**src/rtl/dma_req_arbiter_pkg.sv**
```systemverilog
// rtl/dma_req_arbiter_pkg.sv - shared types, constants and helpers for the DMA request arbiter
package dma_req_arbiter_pkg;

  localparam int BEAT_W = 9;   // outstanding response count, up to 256
  localparam int PTR_W  = 3;   // requester index, up to 8 requesters
  localparam int CNT_W  = 16;  // per-requester grant counter

  typedef enum logic [1:0] {
    ST_IDLE = 2'd0,
    ST_FWD  = 2'd1,
    ST_RESP = 2'd2
  } state_e;

  typedef struct packed {
    state_e             state;
    logic [PTR_W-1:0]   rr_ptr;    // last granted requester; also the current grant
    logic [BEAT_W-1:0]  resp_cnt;  // responses still owed to the granted requester
  } regs_t;

  // rr_ptr is overridden to nreq-1 by the instantiating module
  localparam regs_t REGS_RST = '{state: ST_IDLE, rr_ptr: '0, resp_cnt: '0};

  // Number of read response beats for a burst; a length field of 0 means 1024 bytes
  function automatic logic [BEAT_W-1:0] read_beats(input logic [9:0] bytes, input logic is64);
    logic [10:0] len;
    len = (bytes == 10'd0) ? 11'd1024 : {1'b0, bytes};
    return is64 ? {1'b0, len[10:3]} : len[10:2];
  endfunction

endpackage

```
**src/rtl/dma_rr_picker.sv**
```systemverilog
// rtl/dma_rr_picker.sv - combinational round-robin pick starting after the last grant
module dma_rr_picker
  import dma_req_arbiter_pkg::*;
#(
  parameter int nreq = 4
) (
  input  logic [nreq-1:0]  i_valid,
  input  logic [PTR_W-1:0] i_ptr,
  output logic [PTR_W-1:0] o_idx,
  output logic             o_any
);

  // Scan from farthest to nearest so the nearest valid index after i_ptr wins
  always_comb begin
    o_any = 1'b0;
    o_idx = i_ptr;
    for (int k = nreq; k >= 1; k--) begin
      if (i_valid[(int'(i_ptr) + k) % nreq]) begin
        o_any = 1'b1;
        o_idx = PTR_W'((int'(i_ptr) + k) % nreq);
      end
    end
  end

endmodule

```
**src/rtl/dma_req_arbiter.sv**
```systemverilog
// rtl/dma_req_arbiter.sv - round-robin DMA request arbiter; grant counters under DMA_REQ_ARBITER_STATS_EN
module dma_req_arbiter
  import dma_req_arbiter_pkg::*;
#(
  parameter int nreq  = 4,
  parameter int abits = 48
) (
  input  logic                  i_clk,
  input  logic                  i_nrst,
  input  logic [nreq-1:0]       i_req_valid,
  output logic [nreq-1:0]       o_req_ready,
  input  logic [nreq-1:0]       i_req_64,
  input  logic [nreq-1:0]       i_req_write,
  input  logic [nreq-1:0]       i_req_last,
  input  logic [nreq*10-1:0]    i_req_bytes,
  input  logic [nreq*abits-1:0] i_req_addr,
  input  logic [nreq*8-1:0]     i_req_strob,
  input  logic [nreq*64-1:0]    i_req_data,
  output logic [nreq-1:0]       o_resp_valid,
  input  logic [nreq-1:0]       i_resp_ready,
  output logic [63:0]           o_resp_data,
  output logic                  o_resp_fault,
  output logic                  o_dma_req_valid,
  output logic                  o_dma_req_64,
  output logic                  o_dma_req_write,
  output logic [9:0]            o_dma_req_bytes,
  output logic [abits-1:0]      o_dma_req_addr,
  output logic [7:0]            o_dma_req_strob,
  output logic [63:0]           o_dma_req_data,
  output logic                  o_dma_req_last,
  input  logic                  i_dma_req_ready,
  input  logic                  i_dma_resp_valid,
  input  logic [63:0]           i_dma_resp_data,
  input  logic                  i_dma_resp_fault,
  output logic                  o_dma_resp_ready,
  output logic [nreq*16-1:0]    o_grant_cnt
);

  regs_t            r_q;
  regs_t            w_d;
  logic [PTR_W-1:0] w_g;
  logic [PTR_W-1:0] w_pick;
  logic             w_any;
  logic             w_beat_acc;
  logic             w_resp_hs;
  logic             w_done;
  logic [nreq-1:0]  w_req_ready;
  logic [nreq-1:0]  w_resp_valid;
  logic             w_dma_req_valid;
  logic             w_dma_resp_ready;

  assign w_g        = r_q.rr_ptr;
  assign w_beat_acc = (r_q.state == ST_FWD) && i_req_valid[w_g] && i_dma_req_ready;
  assign w_resp_hs  = (r_q.state == ST_RESP) && i_dma_resp_valid && i_resp_ready[w_g];
  assign w_done     = w_resp_hs && (r_q.resp_cnt == BEAT_W'(1));

  dma_rr_picker #(.nreq(nreq)) u_picker (
    .i_valid (i_req_valid),
    .i_ptr   (r_q.rr_ptr),
    .o_idx   (w_pick),
    .o_any   (w_any)
  );

  // State register; reset parks the pointer on the last requester so index 0 wins first
  always_ff @(posedge i_clk) begin
    if (!i_nrst) begin
      r_q        <= REGS_RST;
      r_q.rr_ptr <= PTR_W'(nreq - 1);
    end else begin
      r_q <= w_d;
    end
  end

  // Next state and per-requester handshake steering
  always_comb begin
    w_d              = r_q;
    w_req_ready      = '0;
    w_resp_valid     = '0;
    w_dma_req_valid  = 1'b0;
    w_dma_resp_ready = 1'b1;
    case (r_q.state)
      ST_IDLE: begin
        if (w_any) begin
          w_d.state  = ST_FWD;
          w_d.rr_ptr = w_pick;
        end
      end
      ST_FWD: begin
        w_dma_req_valid  = i_req_valid[w_g];
        w_req_ready[w_g] = i_dma_req_ready;
        if (w_beat_acc) begin
          // resp_cnt is zero only before the first beat of a burst
          if (r_q.resp_cnt == '0) begin
            w_d.resp_cnt = i_req_write[w_g] ? BEAT_W'(1)
                         : read_beats(i_req_bytes[w_g*10 +: 10], i_req_64[w_g]);
          end
          if (i_req_last[w_g]) begin
            w_d.state = ST_RESP;
          end
        end
      end
      ST_RESP: begin
        w_resp_valid[w_g] = i_dma_resp_valid;
        w_dma_resp_ready  = i_resp_ready[w_g];
        if (w_resp_hs) begin
          w_d.resp_cnt = r_q.resp_cnt - BEAT_W'(1);
        end
        if (w_done) begin
          w_d.state = ST_IDLE;
        end
      end
      default: begin
        w_d.state = ST_IDLE;
      end
    endcase
  end

  // Handshake outputs are forced quiet while reset is held
  assign o_req_ready      = i_nrst ? w_req_ready : '0;
  assign o_resp_valid     = i_nrst ? w_resp_valid : '0;
  assign o_dma_req_valid  = i_nrst && w_dma_req_valid;
  assign o_dma_resp_ready = !i_nrst || w_dma_resp_ready;

  assign o_dma_req_64    = i_req_64[w_g];
  assign o_dma_req_write = i_req_write[w_g];
  assign o_dma_req_last  = i_req_last[w_g];
  assign o_dma_req_bytes = i_req_bytes[w_g*10 +: 10];
  assign o_dma_req_addr  = i_req_addr[w_g*abits +: abits];
  assign o_dma_req_strob = i_req_strob[w_g*8 +: 8];
  assign o_dma_req_data  = i_req_data[w_g*64 +: 64];
  assign o_resp_data     = i_dma_resp_data;
  assign o_resp_fault    = i_dma_resp_fault;

`ifdef DMA_REQ_ARBITER_STATS_EN
  logic [CNT_W-1:0] r_grant_cnt [nreq];

  // Count completed transactions per requester, wrapping naturally
  always_ff @(posedge i_clk) begin
    if (!i_nrst) begin
      for (int k = 0; k < nreq; k++) begin
        r_grant_cnt[k] <= '0;
      end
    end else if (w_done) begin
      r_grant_cnt[w_g] <= r_grant_cnt[w_g] + CNT_W'(1);
    end
  end

  for (genvar k = 0; k < nreq; k++) begin : g_cnt_out
    assign o_grant_cnt[k*16 +: 16] = r_grant_cnt[k];
  end
`else
  assign o_grant_cnt = '0;
`endif

endmodule

```
**config.mk**
```make
export PLATFORM = sky130hd
export DESIGN_NAME = dma_req_arbiter
export DESIGN_NICKNAME = d
export VERILOG_FILES = /design/src/rtl/dma_req_arbiter_pkg.sv /design/src/rtl/dma_rr_picker.sv /design/src/rtl/dma_req_arbiter.sv
export SDC_FILE = /design/constraint.sdc
export NUM_CORES = 1
export LEC_CHECK = 0
export ABC_CLOCK_PERIOD_IN_PS = 5900
export CORE_AREA = 2 2 344 346
export CTS_CLUSTER_SIZE = 24
export DETAILED_ROUTE_END_ITERATION = 10
export DIE_AREA = 0 0 346 348
export HOLD_SLACK_MARGIN = 0.15
export PLACE_DENSITY = 0.3
export SYNTH_ARGS = -nofsm -noshare
export SYNTH_HDL_FRONTEND = slang
export SYNTH_SLANG_ARGS = --single-unit
```
**constraint.sdc**
```tcl
create_clock -name i_clk -period 5.9 [get_ports i_clk]
set_input_delay 1.77 -clock i_clk [delete_from_list [all_inputs] [get_ports i_clk]]
set_output_delay 1.77 -clock i_clk [all_outputs]
set_load 0.05 [all_outputs]
```
# Word-level counts from Yosys, hierarchy flattened
# Cells that the tools add are included.
# word_totals
regBits,14
wordCells,106
# op_classes
mux,50
n_reduce_logical,21
eq_ne,9
n_bitwise,6
add_sub_neg,5
order_cmp,6
n_shift,4
n_mul,2
# ops
op,n
256-bit by 10-bit variable part select with 64-bit output,1
192-bit by 10-bit variable part select with 48-bit output,1
9-bit two-way mux,5
40-bit by 8-bit variable part select with 10-bit output,1
32-bit by 7-bit variable part select with 8-bit output,1
1-bit two-way mux,20
1-bit binary-select mux with 2-bit select,9
9-bit one-hot mux with 2 select lines,1
"3-bit by 4-bit less-than comparator with 1-bit output, second input constant",4
4-bit two-way mux,4
3-bit two-way mux,4
11-bit two-way mux,1
10-bit zero test,1
"9-bit by 1-bit == test with 1-bit output, second input constant",1
9-bit zero test,1
"9-bit by 1-bit subtractor with 9-bit output, second input constant",1
4-bit bitwise AND,2
"2-bit != test, second input constant",4
4-bit AND reduction,2
2-bit OR reduction,4
1-bit logical AND,7
"3-bit by 3-bit multiplier with 6-bit output, second input constant",1
2-bit two-way mux,3
2-bit one-hot mux with 3 select lines,1
17 further kinds,23

# Depth between registers and ports, before layout
# depth
depth_word,12
ltp_mapped,10
mapped_depth_nobuf,7

# Modules after synthesis
# A second synthesis with hierarchy kept.
# hier_totals
hier_cells,583
area_unflattened_um2,6157.2
# by_module_without_submodules
module,cells_each,area_each_um2,instances
dma_req_arbiter,568,6078.3,1
dma_rr_picker,15,78.8,1

# Least setup slack after synthesis
# No wires, ideal clock.
# synth_timing
path_kind,input -> output
from,in i_req_valid[2]
to,out o_dma_req_valid
required_ns,4.130
path_stages,2
path_buffers,0
t_arrival_ns,3.626
path_slack_ns,0.504
cell_sequence,mux4_1 > nor4b_1
# synth_between
elab_chain_cells,4
# synth_rtl
element,line_no,source
start: declaration,dma_req_arbiter.sv:10,"input logic [nreq-1:0] i_req_valid,"
1-bit binary-select mux with 2-bit select,dma_req_arbiter.sv:89,w_dma_req_valid = i_req_valid[w_g];
1-bit two-way mux (not written as such),dma_req_arbiter.sv:89,
1-bit two-way mux,dma_req_arbiter.sv:81,case (r_q.state)
1-bit logical AND,dma_req_arbiter.sv:121,assign o_dma_req_valid = i_nrst && w_dma_req_valid;
end: declaration,dma_req_arbiter.sv:23,"output logic o_dma_req_valid,"
# No other way between the ends. The select of a mux whose other input is x is not followed.

# Worst setup path in the final report
# layout_timing
from,in i_resp_ready[2]
to,out o_dma_resp_ready
# layout_between
elab_chain_cells,4
# layout_rtl
element,line_no,source
start: declaration,dma_req_arbiter.sv:20,"input logic [nreq-1:0] i_resp_ready,"
1-bit binary-select mux with 2-bit select,dma_req_arbiter.sv:104,w_dma_resp_ready = i_resp_ready[w_g];
1-bit two-way mux (not written as such),dma_req_arbiter.sv:104,
1-bit two-way mux,dma_req_arbiter.sv:81,
1-bit logical OR,dma_req_arbiter.sv:122,assign o_dma_resp_ready = !i_nrst || w_dma_resp_ready;
end: declaration,dma_req_arbiter.sv:35,"output logic o_dma_resp_ready,"
# No other way between the ends. The select of a mux whose other input is x is not followed.

==> out/results.env <==
CRITICAL_PATH.N_BUFFERS_INVERTERS=2
OUTCOME='complete, no violations'
CORE_AREA_UM2=117000
VIASPERCELL=2.58
CRIT_PATH_KIND='input port to primary output'
PATH_CLK_SLEW_NS=0.05
SYNTH_SEQ_AREA_SHARE=0.0490
HOLD_VIOL_FINAL=0
AREA_SHARE_OF_THE_LEADING_CELL_TYPE_IN_THE_SYNTHESIZED_NETLIST=0.568
POST_CTS_RESIZED=0
SW_FRAC_OF_TOTAL=0.591
ROUTE.VIAS.TOTAL=6674
ROWS=126
SETUP_REPAIR_AFTER_GLOBAL_ROUTING_MISSED_ITS_MARGIN='false'
GR-TOTAL-OVERFLOW=0
WORST_SETUP_PATH_START_KIND='input port'
FINALSETUPVIOLCOUNT=0
SETUP_TOTAL_NEGATIVE_SLACK_NS=0
ITERATION_COUNT_OF_THE_INITIAL_DETAILED_ROUTING_PASS=4
POST_SYNTH_INST_COUNT=433
PIN_COUNT=881
FMAXACHIEVABLE_MHz=180
WORST-PATH-MAX-FANOUT=3
CLOCK-SKEW-FINAL_NS=0.00472
H-TREE-DEPTH=1
CRITPATHMAXSTAGEDELAY_NS=0.72
CTS_TREE='yes'
PERIOD_MINUS_SLACK_NS=5.57
POWER.SHARE.CLOCK=0.027
AVERAGE_CELL_AREA_AFTER_SYNTHESIS_UM2=12.3
VIA_COUNT_OF_THE_FIRST_GLOBAL_ROUTING_PASS=7182
POST-ROUTE-PERIOD-UTIL=0.944
DIE-HEIGHT_UM=348
FP.DIEAREA_UM2=120000
PLACEMENT.IO_BUFFERS=686
MOST_FREQUENT_CELL_ON_THE_CRITICAL_PATH='sky130_fd_sc_hd__clkdlybuf4s50_1'
GRT_START_MAX_NET_PINS=41
SYNTH_EDF_COUNT=0
WORST_MARGIN_SLEW_NS=0.737
POST-ROUTE-DRC-COUNT=0
LAYOUT-AREA-OVERHEAD-VS-SYNTH_PCT=153
CP-END-KIND='primary output'
VDD_DROP_MAX_uV=146
YS_TYPES=48
WORST-ENDPOINT-ARRIVAL_NS=3.80
DP_WORST_SETUP_SLACK_NS=0.315
YOSYSTOPAREACELL='sky130_fd_sc_hd__mux4_2'
GP_ROUTABILITY_CONGESTION=0.923
INITIAL_UTILIZATION=0.0454
FIRST_PASS_GRT_WIRE_LENGTH_MM=73.3
POWER.SWITCHING_mW=2.86
DIE_W_UM=346
WL_PER_CELL_UM=22.9
SYNTH-SEQ-CELLS=13
DRIVE_ABOVE_1_SHARE=0.189
P_SEQ_FRAC=0.045
CRIT_PATH_CELL_TRACE='clkdlybuf4s50_1, mux4_2, or3_1, clkdlybuf4s50_1'
SYNTH_TOP_CELLS_BY_AREA='sky130_fd_sc_hd__mux4_2 (57%), sky130_fd_sc_hd__buf_4 (18%), sky130_fd_sc_hd__dfxtp_1 (4.9%)'
DETAILED_PLACE_HPWL_MM=54.5
ANTENNA_VIOLATING_NETS_POST_ROUTE=0
HOLD_PATH_CLASS='flip-flop to flip-flop'
STATIC-LEAKAGE-POWER_nW=4.49
CLOCK_TREE.BUFFER_DEPTH=2
P_INT_mW=1.98
DRT_ITER0_MARKERS=304
CLKSINKCOUNT=13
ROUTED_WL_MM=59.1
SYNTHARSTFLOPSHARE=0
POWER_PER_CELL_AREA_nW_PER_UM2=360
TRACK_USAGE=0.0918
YS.WARNINGS.COUNT=0
SLEW-LIMIT-HEADROOM=0.507
CRITPATHSLOWESTCELL='sky130_fd_sc_hd__clkdlybuf4s50_1'
TOTALPOWERFINAL_mW=4.84
TIMING.FINAL.WS_SETUP_NS=0.333
POST_CTS_HOLD_BUFFER_COUNT=0
NETLIST_AREA_UM2=5310
FINAL_MAX_SLEW_VIOL_COUNT=0
TIMING.CRITICAL_PATH.MAX_DELAY_FAMILY='buffers and inverters'
WORSTPATHREQUIRED_NS=4.13
POST_DP_CELL_AREA_UM2=13400
WORST_SKEW_PAIR.LATE_LATENCY_NS=0.25
ANTENNA_FOUND_INITIAL=29
WORST_HOLD_MARGIN_NS=0.484
NNETSFINAL=1660
MAXCAPVIOLCOUNT=0
YOSYS_MOST_USED_DFF='sky130_fd_sc_hd__dfxtp_1'
CTS.ROOT.BUFFER_CELL='sky130_fd_sc_hd__clkbuf_16'
SHARE_OF_POWER_BURNED_IN_COMBINATIONAL_LOGIC=0.927
POSTLAYOUTCELLAREA_UM2=13400
NUMBER_OF_BUFFERS_INSERTED_DURING_CLOCK_TREE_SYNTHESIS=3
POSTCTSSETUPREPAIRBUFS=0
worst register-to-register path, stage by stage (launching register included):
cell	delay, ns
sky130_fd_sc_hd__dfxtp_4	0.78
sky130_fd_sc_hd__buf_4	0.29
sky130_fd_sc_hd__mux4_2	0.60
sky130_fd_sc_hd__nor2_1	0.22
sky130_fd_sc_hd__and2_1	0.29
sky130_fd_sc_hd__nand4_1	0.12
sky130_fd_sc_hd__a31oi_1	0.18
power by group through the flow:
stage / registers (mW) / clock network [mW] / logic (mW)
after floorplan: 0.122 / 0 / 3.01
after global placement: 0.238 / 0 / 4.59
after detailed placement: 0.241 / 0 / 4.59
after CTS: 0.239 / 0.137 / 4.60
after global routing: 0.237 / 0.141 / 4.69
final: 0.220 / 0.132 / 4.49
metal layers:
layer | routed length [um] | track usage | share of wire | vias to the layer above
li1 | - | - | - | 2809
met1 | 22500 | 0.107 | 0.38 | 3298
met2 | 29400 | 0.160 | 0.50 | 467
met3 | 6060 | 0.0370 | 0.10 | 72
met4 | 984 | 0.0146 | 0.017 | 28
met5 | 170 | 0 | 0.0029 | -
area by class of cell:
class	count	area [um^2]
inverters	8	30.0
diodes	3	7.51
multi-input cells	312	4080
clock buffers	4	78.8
repair buffers	707	7060
well taps	1536	1920
flip-flops and latches	13	268
fillers	13400	104000
logic make-up after synthesis:
logic type,share of synthesized area
compound gates,0.0490
buf+inv,0.227
mux,0.592
other cells,0.000706
simple gates,0.0615
flops,0.0490
fa+ha+maj,0.0141
xor+xnor,0.00660
cell usage in the layout, fill, tap and decap left out, types with 3 or more instances in the layout:
cell / instances
sky130_fd_sc_hd__a21oi_1: 8
sky130_fd_sc_hd__a221oi_1: 3
sky130_fd_sc_hd__and2_1: 9
sky130_fd_sc_hd__buf_12: 9
sky130_fd_sc_hd__buf_4: 42
sky130_fd_sc_hd__clkbuf_16: 3
sky130_fd_sc_hd__clkdlybuf4s50_1: 656
sky130_fd_sc_hd__conb_1: 64
sky130_fd_sc_hd__dfxtp_1: 11
sky130_fd_sc_hd__diode_2: 3
sky130_fd_sc_hd__ha_1: 6
sky130_fd_sc_hd__inv_1: 8
sky130_fd_sc_hd__mux2_2: 3
sky130_fd_sc_hd__mux2i_1: 4
sky130_fd_sc_hd__mux4_2: 134
sky130_fd_sc_hd__nand2_1: 10
sky130_fd_sc_hd__nand3_1: 4
sky130_fd_sc_hd__nand4_1: 3
sky130_fd_sc_hd__nor2_1: 13
sky130_fd_sc_hd__nor3_1: 3
sky130_fd_sc_hd__o21ai_0: 7
sky130_fd_sc_hd__o21ai_1: 4
sky130_fd_sc_hd__xnor2_1: 4
final timing paths:
path	from	to	slack [ns]	depth (start not counted)
setup reg to reg	flip-flop	r_q[7]	3.35	6
hold / removal	r_q[6]	r_q[6]	0.48	2
hold reg to reg	r_q[6]	r_q[6]	0.48	2
setup / recovery	i_resp_ready[2]	o_dma_resp_ready	0.33	4
metrics by stage:
step	cells	utilization
floorplan	496	-
global placement	2576	0.114
detailed placement	2576	0.114
CTS	2580	0.115
global route	2580	0.115
finish	2583	0.115
synth_stat cells (all sizes together), types with 6 or more instances:
cell type / count
a21oi: 8
buf: 154
dfxtp: 13
ha: 6
inv: 8
nor2: 13
nand2: 10
clkbuf: 9
o21ai: 11
and2: 9
mux4: 136
(Power assumes the default switching activity.)
